## src/rtl/cordic_pkg.sv

```systemverilog
// Shared constants for the iterative CORDIC engine: arctangent table, mode encoding,
// FSM state type and the shift-add terms of the 1/gain constant.
package cordic_pkg;

  localparam int ATAN_FRAC = 30;
  localparam int ATAN_N    = 24;

  // atan(2^-i)/pi in units of 2^-30; trimmed to N_FRAC with rounding where it is used.
  localparam logic [31:0] ATAN_TAB [ATAN_N] = '{
    32'd268435456, 32'd158466703, 32'd83729454,  32'd42502379,
    32'd21333666,  32'd10677233,  32'd5339919,   32'd2670123,
    32'd1335082,   32'd667543,    32'd333772,    32'd166886,
    32'd83443,     32'd41722,     32'd20861,     32'd10430,
    32'd5215,      32'd2608,      32'd1304,      32'd652,
    32'd326,       32'd163,       32'd81,        32'd41
  };

  localparam logic MODE_ROT = 1'b0;
  localparam logic MODE_VEC = 1'b1;

  typedef enum logic [1:0] {
    ST_IDLE = 2'd0,
    ST_ITER = 2'd1,
    ST_DONE = 2'd2,
    ST_GAIN = 2'd3
  } state_e;

  // K ~= 2^-1 + 2^-3 - 2^-6 - 2^-9 - 2^-13; bit k of GAIN_NEG marks a subtracted term.
  localparam int          GAIN_TERMS = 5;
  localparam int          GAIN_SHIFTS [GAIN_TERMS] = '{32'sd1, 32'sd3, 32'sd6, 32'sd9, 32'sd13};
  localparam logic [4:0]  GAIN_NEG   = 5'b11100;

endpackage

```

## src/rtl/cordic_engine_micro_rot.sv

```systemverilog
// Combinational CORDIC micro-rotation: direction decision, variable arithmetic
// shift and add/subtract on x, y and the angle accumulator.
module cordic_micro_rot
  import cordic_pkg::*;
#(
  parameter int XW = 18,
  parameter int ZW = 16,
  parameter int SW = 5
) (
  input  logic                 mode_i,
  input  logic [SW-1:0]        shift_i,
  input  logic signed [XW-1:0] x_i,
  input  logic signed [XW-1:0] y_i,
  input  logic signed [ZW-1:0] z_i,
  input  logic signed [ZW-1:0] atan_i,
  output logic signed [XW-1:0] x_o,
  output logic signed [XW-1:0] y_o,
  output logic signed [ZW-1:0] z_o
);

  logic                 dir_pos_s;
  logic signed [XW-1:0] x_sh_s;
  logic signed [XW-1:0] y_sh_s;

  // Rotation chases z to zero, vectoring chases y to zero.
  always_comb begin
    if (mode_i == MODE_VEC) begin
      dir_pos_s = y_i[XW-1];
    end else begin
      dir_pos_s = ~z_i[ZW-1];
    end
    x_sh_s = x_i >>> shift_i;
    y_sh_s = y_i >>> shift_i;
    if (dir_pos_s) begin
      x_o = x_i - y_sh_s;
      y_o = y_i + x_sh_s;
      z_o = z_i - atan_i;
    end else begin
      x_o = x_i + y_sh_s;
      y_o = y_i - x_sh_s;
      z_o = z_i + atan_i;
    end
  end

endmodule

```

## src/rtl/cordic_engine.sv

```systemverilog
// Iterative CORDIC engine (rotation/vectoring) reusing one micro-rotation for N_ITER cycles.
// Define CORDIC_GAIN_COMP_EN to add a GAIN state that scales x/y by ~0.607253 before saturation.
module cordic_engine
  import cordic_pkg::*;
#(
  parameter int N_FRAC = 15,
  parameter int N_ITER = 14,
  parameter int GUARD  = 2
) (
  input  logic                   clk_i,
  input  logic                   rst_i,
  input  logic                   mode_i,
  input  logic                   in_valid_i,
  output logic                   in_ready_o,
  input  logic signed [N_FRAC:0] x_i,
  input  logic signed [N_FRAC:0] y_i,
  input  logic signed [N_FRAC:0] z_i,
  output logic                   out_valid_o,
  input  logic                   out_ready_i,
  output logic signed [N_FRAC:0] x_o,
  output logic signed [N_FRAC:0] y_o,
  output logic signed [N_FRAC:0] z_o,
  output logic                   sat_o
);

  localparam int ZW      = N_FRAC + 1;
  localparam int XW      = ZW + GUARD;
  localparam int CW      = 5;
  localparam int ATAN_SH = ATAN_FRAC - N_FRAC;

  localparam logic [31:0]          ATAN_RND   = 32'd1 << (ATAN_SH - 1);
  localparam logic [CW-1:0]        LAST_ITER  = CW'(N_ITER - 1);
  localparam logic signed [ZW-1:0] HALF_Z     = {2'b01, {(N_FRAC-1){1'b0}}};
  localparam logic signed [ZW-1:0] NEG_HALF_Z = {2'b11, {(N_FRAC-1){1'b0}}};
  localparam logic signed [XW-1:0] SAT_HI_X   = {{(GUARD+1){1'b0}}, {N_FRAC{1'b1}}};
  localparam logic signed [XW-1:0] SAT_LO_X   = {{(GUARD+1){1'b1}}, {N_FRAC{1'b0}}};
  localparam logic signed [ZW-1:0] SAT_HI_O   = {1'b0, {N_FRAC{1'b1}}};
  localparam logic signed [ZW-1:0] SAT_LO_O   = {1'b1, {N_FRAC{1'b0}}};

  function automatic logic signed [ZW-1:0] atan_at(input logic [CW-1:0] idx);
    return ZW'((ATAN_TAB[idx] + ATAN_RND) >> ATAN_SH);
  endfunction

  // Returns {clipped, value} after clamping the wide word to the I/O range.
  function automatic logic [ZW:0] sat_word(input logic signed [XW-1:0] v);
    logic [ZW:0] r;
    if (v > SAT_HI_X) begin
      r = {1'b1, SAT_HI_O};
    end else if (v < SAT_LO_X) begin
      r = {1'b1, SAT_LO_O};
    end else begin
      r = {1'b0, v[ZW-1:0]};
    end
    return r;
  endfunction

  state_e               state_q, state_d;
  logic [CW-1:0]        iter_q, iter_d;
  logic                 mode_q, mode_d;
  logic signed [XW-1:0] x_q, x_d, y_q, y_d;
  logic signed [ZW-1:0] z_q, z_d;
  logic                 in_ready_q, in_ready_d;
  logic                 out_valid_q, out_valid_d;
  logic                 sat_q, sat_d;
  logic signed [ZW-1:0] res_x_q, res_x_d, res_y_q, res_y_d, res_z_q, res_z_d;

  logic signed [XW-1:0] x_ext_s, y_ext_s, x_ld_s, y_ld_s;
  logic signed [ZW-1:0] z_ld_s, atan_s;
  logic signed [XW-1:0] rot_x_s, rot_y_s, fin_x_s, fin_y_s;
  logic signed [ZW-1:0] rot_z_s, fin_z_s;
  logic [ZW:0]          sat_x_s, sat_y_s;

  // Quadrant pre-correction brings the operand into the CORDIC convergence range.
  always_comb begin
    x_ext_s = {{GUARD{x_i[ZW-1]}}, x_i};
    y_ext_s = {{GUARD{y_i[ZW-1]}}, y_i};
    x_ld_s  = x_ext_s;
    y_ld_s  = y_ext_s;
    z_ld_s  = z_i;
    if (mode_i == MODE_ROT) begin
      if (z_i > HALF_Z) begin
        x_ld_s = -y_ext_s;
        y_ld_s = x_ext_s;
        z_ld_s = z_i - HALF_Z;
      end else if (z_i < NEG_HALF_Z) begin
        x_ld_s = y_ext_s;
        y_ld_s = -x_ext_s;
        z_ld_s = z_i + HALF_Z;
      end else begin
        z_ld_s = z_i;
      end
    end else begin
      if (x_i[ZW-1] && !y_i[ZW-1]) begin
        x_ld_s = y_ext_s;
        y_ld_s = -x_ext_s;
        z_ld_s = z_i + HALF_Z;
      end else if (x_i[ZW-1]) begin
        x_ld_s = -y_ext_s;
        y_ld_s = x_ext_s;
        z_ld_s = z_i - HALF_Z;
      end else begin
        z_ld_s = z_i;
      end
    end
  end

  assign atan_s = atan_at(iter_q);

  cordic_micro_rot #(
    .XW (XW),
    .ZW (ZW),
    .SW (CW)
  ) u_micro_rot (
    .mode_i  (mode_q),
    .shift_i (iter_q),
    .x_i     (x_q),
    .y_i     (y_q),
    .z_i     (z_q),
    .atan_i  (atan_s),
    .x_o     (rot_x_s),
    .y_o     (rot_y_s),
    .z_o     (rot_z_s)
  );

`ifdef CORDIC_GAIN_COMP_EN
  function automatic logic signed [XW-1:0] gain_mul(input logic signed [XW-1:0] v);
    logic signed [XW-1:0] acc;
    acc = {XW{1'b0}};
    for (int k = 0; k < GAIN_TERMS; k++) begin
      if (GAIN_NEG[k]) begin
        acc = acc - (v >>> GAIN_SHIFTS[k]);
      end else begin
        acc = acc + (v >>> GAIN_SHIFTS[k]);
      end
    end
    return acc;
  endfunction

  assign fin_x_s = gain_mul(x_q);
  assign fin_y_s = gain_mul(y_q);
  assign fin_z_s = z_q;
`else
  assign fin_x_s = rot_x_s;
  assign fin_y_s = rot_y_s;
  assign fin_z_s = rot_z_s;
`endif

  assign sat_x_s = sat_word(fin_x_s);
  assign sat_y_s = sat_word(fin_y_s);

  // Next-state and result-register logic for the IDLE/ITER/(GAIN)/DONE sequence.
  always_comb begin
    state_d     = state_q;
    iter_d      = iter_q;
    mode_d      = mode_q;
    x_d         = x_q;
    y_d         = y_q;
    z_d         = z_q;
    out_valid_d = out_valid_q;
    res_x_d     = res_x_q;
    res_y_d     = res_y_q;
    res_z_d     = res_z_q;
    sat_d       = sat_q;
    case (state_q)
      ST_IDLE: begin
        if (in_valid_i && in_ready_q) begin
          state_d = ST_ITER;
          iter_d  = {CW{1'b0}};
          mode_d  = mode_i;
          x_d     = x_ld_s;
          y_d     = y_ld_s;
          z_d     = z_ld_s;
        end else begin
          state_d = ST_IDLE;
        end
      end
      ST_ITER: begin
        x_d    = rot_x_s;
        y_d    = rot_y_s;
        z_d    = rot_z_s;
        iter_d = iter_q + 5'd1;
        if (iter_q == LAST_ITER) begin
`ifdef CORDIC_GAIN_COMP_EN
          state_d = ST_GAIN;
`else
          state_d     = ST_DONE;
          out_valid_d = 1'b1;
          res_x_d     = sat_x_s[ZW-1:0];
          res_y_d     = sat_y_s[ZW-1:0];
          res_z_d     = fin_z_s;
          sat_d       = sat_x_s[ZW] | sat_y_s[ZW];
`endif
        end else begin
          state_d = ST_ITER;
        end
      end
`ifdef CORDIC_GAIN_COMP_EN
      ST_GAIN: begin
        state_d     = ST_DONE;
        out_valid_d = 1'b1;
        res_x_d     = sat_x_s[ZW-1:0];
        res_y_d     = sat_y_s[ZW-1:0];
        res_z_d     = fin_z_s;
        sat_d       = sat_x_s[ZW] | sat_y_s[ZW];
      end
`endif
      ST_DONE: begin
        if (out_ready_i) begin
          state_d     = ST_IDLE;
          out_valid_d = 1'b0;
        end else begin
          state_d = ST_DONE;
        end
      end
      default: begin
        state_d     = ST_IDLE;
        out_valid_d = 1'b0;
      end
    endcase
    in_ready_d = (state_d == ST_IDLE);
  end

  // State, datapath and output registers with asynchronous active-low reset.
  always_ff @(posedge clk_i or negedge rst_i) begin
    if (!rst_i) begin
      state_q     <= ST_IDLE;
      iter_q      <= {CW{1'b0}};
      mode_q      <= 1'b0;
      x_q         <= {XW{1'b0}};
      y_q         <= {XW{1'b0}};
      z_q         <= {ZW{1'b0}};
      in_ready_q  <= 1'b1;
      out_valid_q <= 1'b0;
      res_x_q     <= {ZW{1'b0}};
      res_y_q     <= {ZW{1'b0}};
      res_z_q     <= {ZW{1'b0}};
      sat_q       <= 1'b0;
    end else begin
      state_q     <= state_d;
      iter_q      <= iter_d;
      mode_q      <= mode_d;
      x_q         <= x_d;
      y_q         <= y_d;
      z_q         <= z_d;
      in_ready_q  <= in_ready_d;
      out_valid_q <= out_valid_d;
      res_x_q     <= res_x_d;
      res_y_q     <= res_y_d;
      res_z_q     <= res_z_d;
      sat_q       <= sat_d;
    end
  end

  assign in_ready_o  = in_ready_q;
  assign out_valid_o = out_valid_q;
  assign x_o         = res_x_q;
  assign y_o         = res_y_q;
  assign z_o         = res_z_q;
  assign sat_o       = sat_q;

endmodule
```

## config.mk

```make
export PLATFORM = sky130hd
export DESIGN_NAME = cordic_engine
export DESIGN_NICKNAME = d
export VERILOG_FILES = /design/src/rtl/cordic_pkg.sv /design/src/rtl/cordic_engine_micro_rot.sv /design/src/rtl/cordic_engine.sv
export SDC_FILE = /design/constraint.sdc
export NUM_CORES = 1
export LEC_CHECK = 0
export ABC_CLOCK_PERIOD_IN_PS = 7400
export CORE_ASPECT_RATIO = 1.2
export CORE_MARGIN = 2
export CORE_UTILIZATION = 60
export CTS_CLUSTER_SIZE = 20
export DETAILED_ROUTE_END_ITERATION = 6
export DONT_BUFFER_PORTS = 1
export PLACE_DENSITY = 0.8
export SETUP_SLACK_MARGIN = 0.2
export SLEW_MARGIN = 20
export SYNTH_ARGS = -nofsm -noshare
export SYNTH_HDL_FRONTEND = slang
export SYNTH_HIERARCHICAL = 1
export SYNTH_SLANG_ARGS = --single-unit
```

## constraint.sdc

```tcl
create_clock -name clk_i -period 7.4 [get_ports clk_i]
set_input_delay 1.48 -clock clk_i [delete_from_list [all_inputs] [get_ports clk_i]]
set_output_delay 1.48 -clock clk_i [all_outputs]
set_load 0.05 [all_outputs]
```

Word-level counts from Yosys, hierarchy flattened
Memory sizes are Yosys's and may differ from the RTL's.
Cells that the tools add are included.
- flip-flop bits (word level): 111
- ROM bits: 1024
- bits of input ports: 53
- output and inout port bits: 51
- word-level logic and storage cells: 94
- memories: 1
- memory list (memory ; words ; width ; read ports ; clocked after Yosys merged registers in ; wr ports ; line ; source):
    (name not given) ; 32 ; 32 ; 1 ; 0 ; 0 ; cordic_engine.sv:41 ; return ZW'((ATAN_TAB[idx] + ATAN_RND) >> ATAN_SH);
- add/subtract/negate cells: 12
- magnitude comparators: 7
- eq/ne operators: 6
- shifts and indexed selects: 2
- muxes and demuxes: 40
- bitwise logic cells: 4
- reductions and logical operators: 10
- operator list (kind ; number):
    2-to-1 mux 18 bit ; 14
    2-to-1 mux 16 bit ; 7
    case mux 18 bit (2 select lines) ; 2
    2-to-1 mux 17 bit ; 4
    2-to-1 mux 31 bit ; 2
    adder 18 bit ; 2
    > comparator 18 x 16 -> 1 bit (second input constant) ; 2
    less-than comparator 18 x 16 -> 1 bit (second input constant) ; 2
    negator 16 -> 18 bit ; 2
    >>> shifter 18 x 5 -> 18 bit ; 2
    subtractor 18 bit ; 2
    case mux 16 bit (2 select lines) ; 1
    adder 31 x 15 -> 31 bit (second input constant) ; 1
    adder 16 bit ; 1
    adder 16 bit (second input constant) ; 1
    > comparator 16 bit (second input constant) ; 1
    less-than comparator 16 x 15 -> 1 bit (second input constant) ; 1
    subtractor 16 bit ; 1
    subtractor 16 bit (second input constant) ; 1
    case mux 5 bit (2 select lines) ; 1
    >= comparator 6 bit (second input constant) ; 1
    != test 2 bit (second input constant) ; 3
    inverter 5 -> 6 bit ; 1
    case mux 2 bit (3 select lines) ; 1
    other kinds (16) ; 25

Depth between registers and ports, before layout
- depth after elaboration: 8
- mapped depth: 26
- depth with buffers taken out: 24

Modules after synthesis
Netlist, hierarchy kept.
- by module, submodules not included (module ; instances ; cells each ; area each (µm²) ; seq. area each (µm²)):
    cordic_engine ; 1 ; 1041 ; 7905.1 ; 2778.9
    cordic_micro_rot ; 1 ; 687 ; 5390.2 ; 0.0

Worst setup path after synthesis
No wires, ideal clock.
- path kind: reg2reg
- from: reg iter_q[1]
- to: reg sat_q, in the netlist sat_o
- setup time: 0.134 ns
- arrival time: 5.422 ns
- required time: 7.266 ns
- slack: 1.844 ns
- stages on the path, launching flop included: 24
- buffers on the path: 5
- clock period less this slack: 5.556 ns
- cells stage by stage: dfrtp_1 -> clkbuf_1 -> buf_2 -> clkbuf_1 -> buf_2 -> mux4_2 -> mux2i_1 -> o221a_2 -> ha_1 -> o221ai_1 -> nor4_1 -> nor4bb_1 -> nor2_1 -> xor2_1 -> ha_1 -> o21a_1 -> o21a_1 -> a21oi_1 -> o21ai_0 -> xnor3_1 -> clkbuf_1 -> or3_1 -> a22oi_1 -> o21ai_0
- word-level cells in the longest chain between the ends: 7
- elaborated cells between the ends (all ways): 19
- classes of those cells: 4 x add/sub; 4 x order compare; 1 x eq/ne; 2 x shift; 6 x mux; 1 x bitwise; 1 x reduce/logical
- RTL lines (element ; line ; source):
    start: declaration ; cordic_engine.sv:58 ; logic [CW-1:0] iter_q, iter_d;
    start signal: assignment ; cordic_engine.sv:227 ; iter_q <= {CW{1'b0}};
    start signal: assignment ; cordic_engine.sv:240 ; iter_q <= iter_d;
    >>> shifter 18 x 5 -> 18 bit (*) ; cordic_engine_micro_rot.sv:33 ; y_sh_s = y_i >>> shift_i;
    adder 18 bit or subtractor 18 bit (tied branches) ; cordic_engine_micro_rot.sv:39, cordic_engine_micro_rot.sv:35 ;
    2-to-1 mux 18 bit (*) ; cordic_engine_micro_rot.sv:34 ; if (dir_pos_s) begin
    net fin_x_s[17] ; cordic_engine.sv:69 ; logic signed [XW-1:0] rot_x_s, rot_y_s, fin_x_s, fin_y_s;
    less-than comparator 18 x 16 -> 1 bit ; cordic_engine.sv:49 ; end else if (v < SAT_LO_X) begin
    2-to-1 mux 17 bit ; cordic_engine.sv:49 ;
    2-to-1 mux 17 bit (*) ; cordic_engine.sv:47 ; if (v > SAT_HI_X) begin
    bitwise OR 1 bit (*) ; cordic_engine.sv:191 ; sat_d = sat_x_s[ZW] | sat_y_s[ZW];
    end signal: assignment ; cordic_engine.sv:250 ; sat_q <= sat_d;
    end: declaration ; cordic_engine.sv:64 ; logic sat_q, sat_d;
Mark *: on every way through the listed nets, which the timed path passes. The rest lies on a longest branch.
A chain may end at the register's enable or synchronous reset.

Worst setup path in the final report
- from: reg iter_q[0]
- to: reg res_y_q[3], in the netlist y_o[3]
- word-level cells in the longest chain between the ends: 6
- elaborated cells between the ends (all ways): 10
- classes of those cells: 2 x add/sub; 2 x order compare; 1 x eq/ne; 1 x shift; 3 x mux; 1 x reduce/logical
- RTL lines (element ; line ; source):
    >>> shifter 18 x 5 -> 18 bit (*) ; cordic_engine_micro_rot.sv:32 ; x_sh_s = x_i >>> shift_i;
    subtractor 18 bit or adder 18 bit (tied branches) ; cordic_engine_micro_rot.sv:40, cordic_engine_micro_rot.sv:36 ;
    2-to-1 mux 18 bit (*) ; cordic_engine_micro_rot.sv:34 ;
    net fin_y_s[17] ; cordic_engine.sv:69 ;
    less-than comparator 18 x 16 -> 1 bit ; cordic_engine.sv:49 ;
    2-to-1 mux 17 bit ; cordic_engine.sv:49 ;
    2-to-1 mux 17 bit (*) ; cordic_engine.sv:47 ;
    end signal: assignment ; cordic_engine.sv:235 ; res_y_q <= {ZW{1'b0}};
    end signal: assignment ; cordic_engine.sv:248 ; res_y_q <= res_y_d;
    end: declaration ; cordic_engine.sv:65 ; logic signed [ZW-1:0] res_x_q, res_x_d, res_y_q, res_y_d, res_z_q, res_z_d;
Marks and branches as above.

==> flow_metrics.py <==
metrics = {
    "run_status": {
        "status": "finished, final reports clean",
    },
    "cells_and_area": {
        "multi_input_area_um2": 9880,
        "fin_nets": 1760,
        "final-seq-area_um2": 2780,
        "diodes": 0,
        "drive_gt1_frac": 0.0936,
        "area_delta_synth_final_pct": 2.95,
        "nFillCells": 1949,
    },
    "synthesis": {
        "synth_area_leaders": "dfrtp_1 21%, nand2_1 6.6%, ha_1 6.0%, mux4_2 5.6%, nor2_1 5.0%",
        "async_flop_share": 1.00,
        "seq_area_frac_synth": 0.209,
        "netlist.area_leader.share": 0.207,
        "netlist_instances": 1728,
        "synth_top_cell_by_area": "dfrtp_1",
        "synth_cell_types": 96,
        "yosysMostFrequentCell": "nand2_1",
        "synth-seq-cells": 111,
        "syn-mean-instance-area_um2": 7.69,
        "synth-edff-count": 0,
        "ys_warn_count": 6,
        "synth_flop_cell": "dfrtp_1",
        "netlist_area_um2": 13300,
        "synth_common_cells": "234 x nand2_1, 176 x nor2_1, 128 x o21ai_0",
    },
    "clock_tree": {
        "clock_sinks": 111,
        "tritoncts": "done",
        "cts-buffers-inserted": 9,
        "ctsHoldBuffers": 0,
        "cts-htree-levels": 3,
        "ctsRootBufferMaster": "clkbuf_16",
        "postCtsResizedCells": 0,
        "postCtsSetupRepairBufs": 0,
        "cts_buffer_depth": 2,
        "clk_pin_slew_ns": 0.09,
        "clock_latency_ns": 0.37,
    },
    "sta": {
        "fin_skew_ns": 0.0145,
        "worst_pin_slew_ns": 1.11,
        "fin_crit_ns": 6.61,
        "rsz0062_at_grt": "no",
        "fin_hold_ws_ns": 0.495,
        "timing.final.crit_share": 0.894,
        "drv_slew": 0,
        "finalHoldViolations": 0,
        "tns_ns": 0,
        "setup_slack_ns": 0.788,
        "setup_viol": 0,
        "fmax_ghz": 0.151,
        "slew_headroom": 0.260,
    },
    "grt": {
        "grt_pass1_vias": 12600,
        "grt_pass1_wl_um": 72400,
        "grt_max_degree": 112,
        "grt_usage": 0.393,
        "gr-total-overflow": 0,
        "antenna_found_initial": 1,
    },
    "setup_path": {
        "arrival_ns": 6.83,
        "critPathKind": "register to register",
        "crit_buf_inv": 2,
        "critPathSlowestCell": "dfrtp_2",
        "cp_common_cell": "o21ai_0",
        "path_cells": "buf_4, mux4_1, mux4_2, a21boi_0, and2b_1, and4_1, nor2_1, xnor2_1, ha_1, or3_1, nor3_1, o21ai_0, and3_1, o211a_1, o41ai_1, a21oi_1, xnor2_2, buf_4, nor2_1, o21ai_0, o21ai_0",
        "cp_top_family": "simple AND/OR/NAND/NOR gates",
        "end_kind": "register",
        "cp-start-kind": "register",
        "required_ns": 7.61,
        "max_stage_delay_ns": 0.79,
        "crit_fanout": 27,
    },
    "route": {
        "drcViolationCount": 0,
        "final_antenna_net_count": 0,
        "finalWirelength_um": 46300,
        "initialDrtViolationCount": 1554,
        "firstDrtPassIters": 7,
        "viasPerCell": 6.98,
        "vias": 13400,
        "wl_per_cell_um": 24.1,
    },
    "worst_hold_path": {
        "hp-class": "register to register",
    },
    "floorplanning": {
        "dieArea_um2": 23400,
        "core_area_um2": 21700,
        "die_x_um": 140,
        "die_height_um": 167,
        "start_util": 0.613,
        "ioPinCount": 104,
        "rows": 59,
    },
    "place": {
        "dp_slack_ns": 0.876,
        "port_buffers": 0,
        "hpwl_um": 35000,
        "gp_congestion": 1.08,
    },
    "flow_run": {
        "maxCapViolCount": 0,
    },
}
## final cells by class
cell class / instances / share of cell area
clock buffer: 10 / 0.0167
sequential: 111 / 0.203
clock inverter: 6 / 0.00411
multi-input combinational: 1439 / 0.722
tap: 274 / 0.0250
inverter: 53 / 0.0145
timing repair buffer: 26 / 0.0143
## registers in the layout, summed over array words and instances (netlist names)
register     cells
state_q          2
z_o             16
y_q             18
iter_q           5
out_valid_o      1
x_o             16
z_q             16
y_o             16
in_ready_o       1
x_q             18
sat_o            1
mode_q           1
## placed cells by master (no fill, tap or decap), types with 16 or more instances in the layout
cell type  instances
mux2i_1           37
nand3_1           29
or3_1             22
inv_1             51
mux4_2            33
nand2b_1          23
dfrtp_1          108
a211oi_1          17
o21ai_1           25
and3_1            17
ha_1              64
o31ai_1           16
nand2_1          233
nor2_1           175
mux2_2            32
a221oi_1          16
a21o_1            17
buf_4             26
o21ai_0          128
a21oi_1          122
a31oi_1           22
xor2_1            44
xnor2_1           68
nor3_1            37
a22oi_1           25
## per-layer routing
layer,global-route usage,up-vias,part of all wire
met5,0,-,0.00028
met4,0.176,2,0.058
met3,0.0874,164,0.093
met2,0.653,747,0.47
met1,0.488,6360,0.38
li1,-,6121,-
## cell families (layout without fill, tap and decap cells)
kind of cell | after synthesis | count (layout) | share of synthesized area
and+or+nand+nor | 642 | 642 | 0.231
AOI/OAI and AO/OA | 503 | 503 | 0.241
buffers and inverters | 180 | 95 | 0.0540
xor gates and xnor gates | 117 | 117 | 0.0787
DFF | 111 | 111 | 0.209
muxes | 107 | 107 | 0.121
adders and majority gates | 67 | 67 | 0.0647
other | 1 | 3 | 0.000282
## worst reg2reg max path, cell delays in order (launching register included)
cell and delay (ns):
dfrtp_2 0.79, buf_4 0.42, mux4_1 0.61, mux4_2 0.48, a21boi_0 0.34, and2b_1 0.25, and4_1 0.32, nor2_1 0.08
xnor2_1 0.17, ha_1 0.21, or3_1 0.35, nor3_1 0.14, o21ai_0 0.14, and3_1 0.24, o211a_1 0.28, o41ai_1 0.26
a21oi_1 0.16, xnor2_2 0.54, buf_4 0.35, nor2_1 0.07, o21ai_0 0.16, o21ai_0 0.10
## path summary, 6_finish.rpt
check / from / end / slack (ns) / depth (start not counted)
max reg2reg: iter_q[0] / y_o[3] / 0.79 / 21
min in group asynchronous: rst_i / y_o[11] / 0.79 / 0
max: iter_q[0] / y_o[3] / 0.79 / 21
min: z_q[5] / z_q[5] / 0.50 / 2
max in group asynchronous: rst_i / in_ready_o / 6.35 / 0
min reg2reg: z_q[5] / z_q[5] / 0.50 / 2
## through the flow
step,cell area [um2],utilization,std cells
finish,13700,0.631,1919
global route,13700,0.631,1919
CTS,13700,0.630,1919
detailed placement,13400,0.617,1903
global placement,13400,0.617,1903
floorplan,13300,-,1730
Power is not shown: default switching activity piles up to over one toggle a cycle in this logic, so the estimate is an artifact.
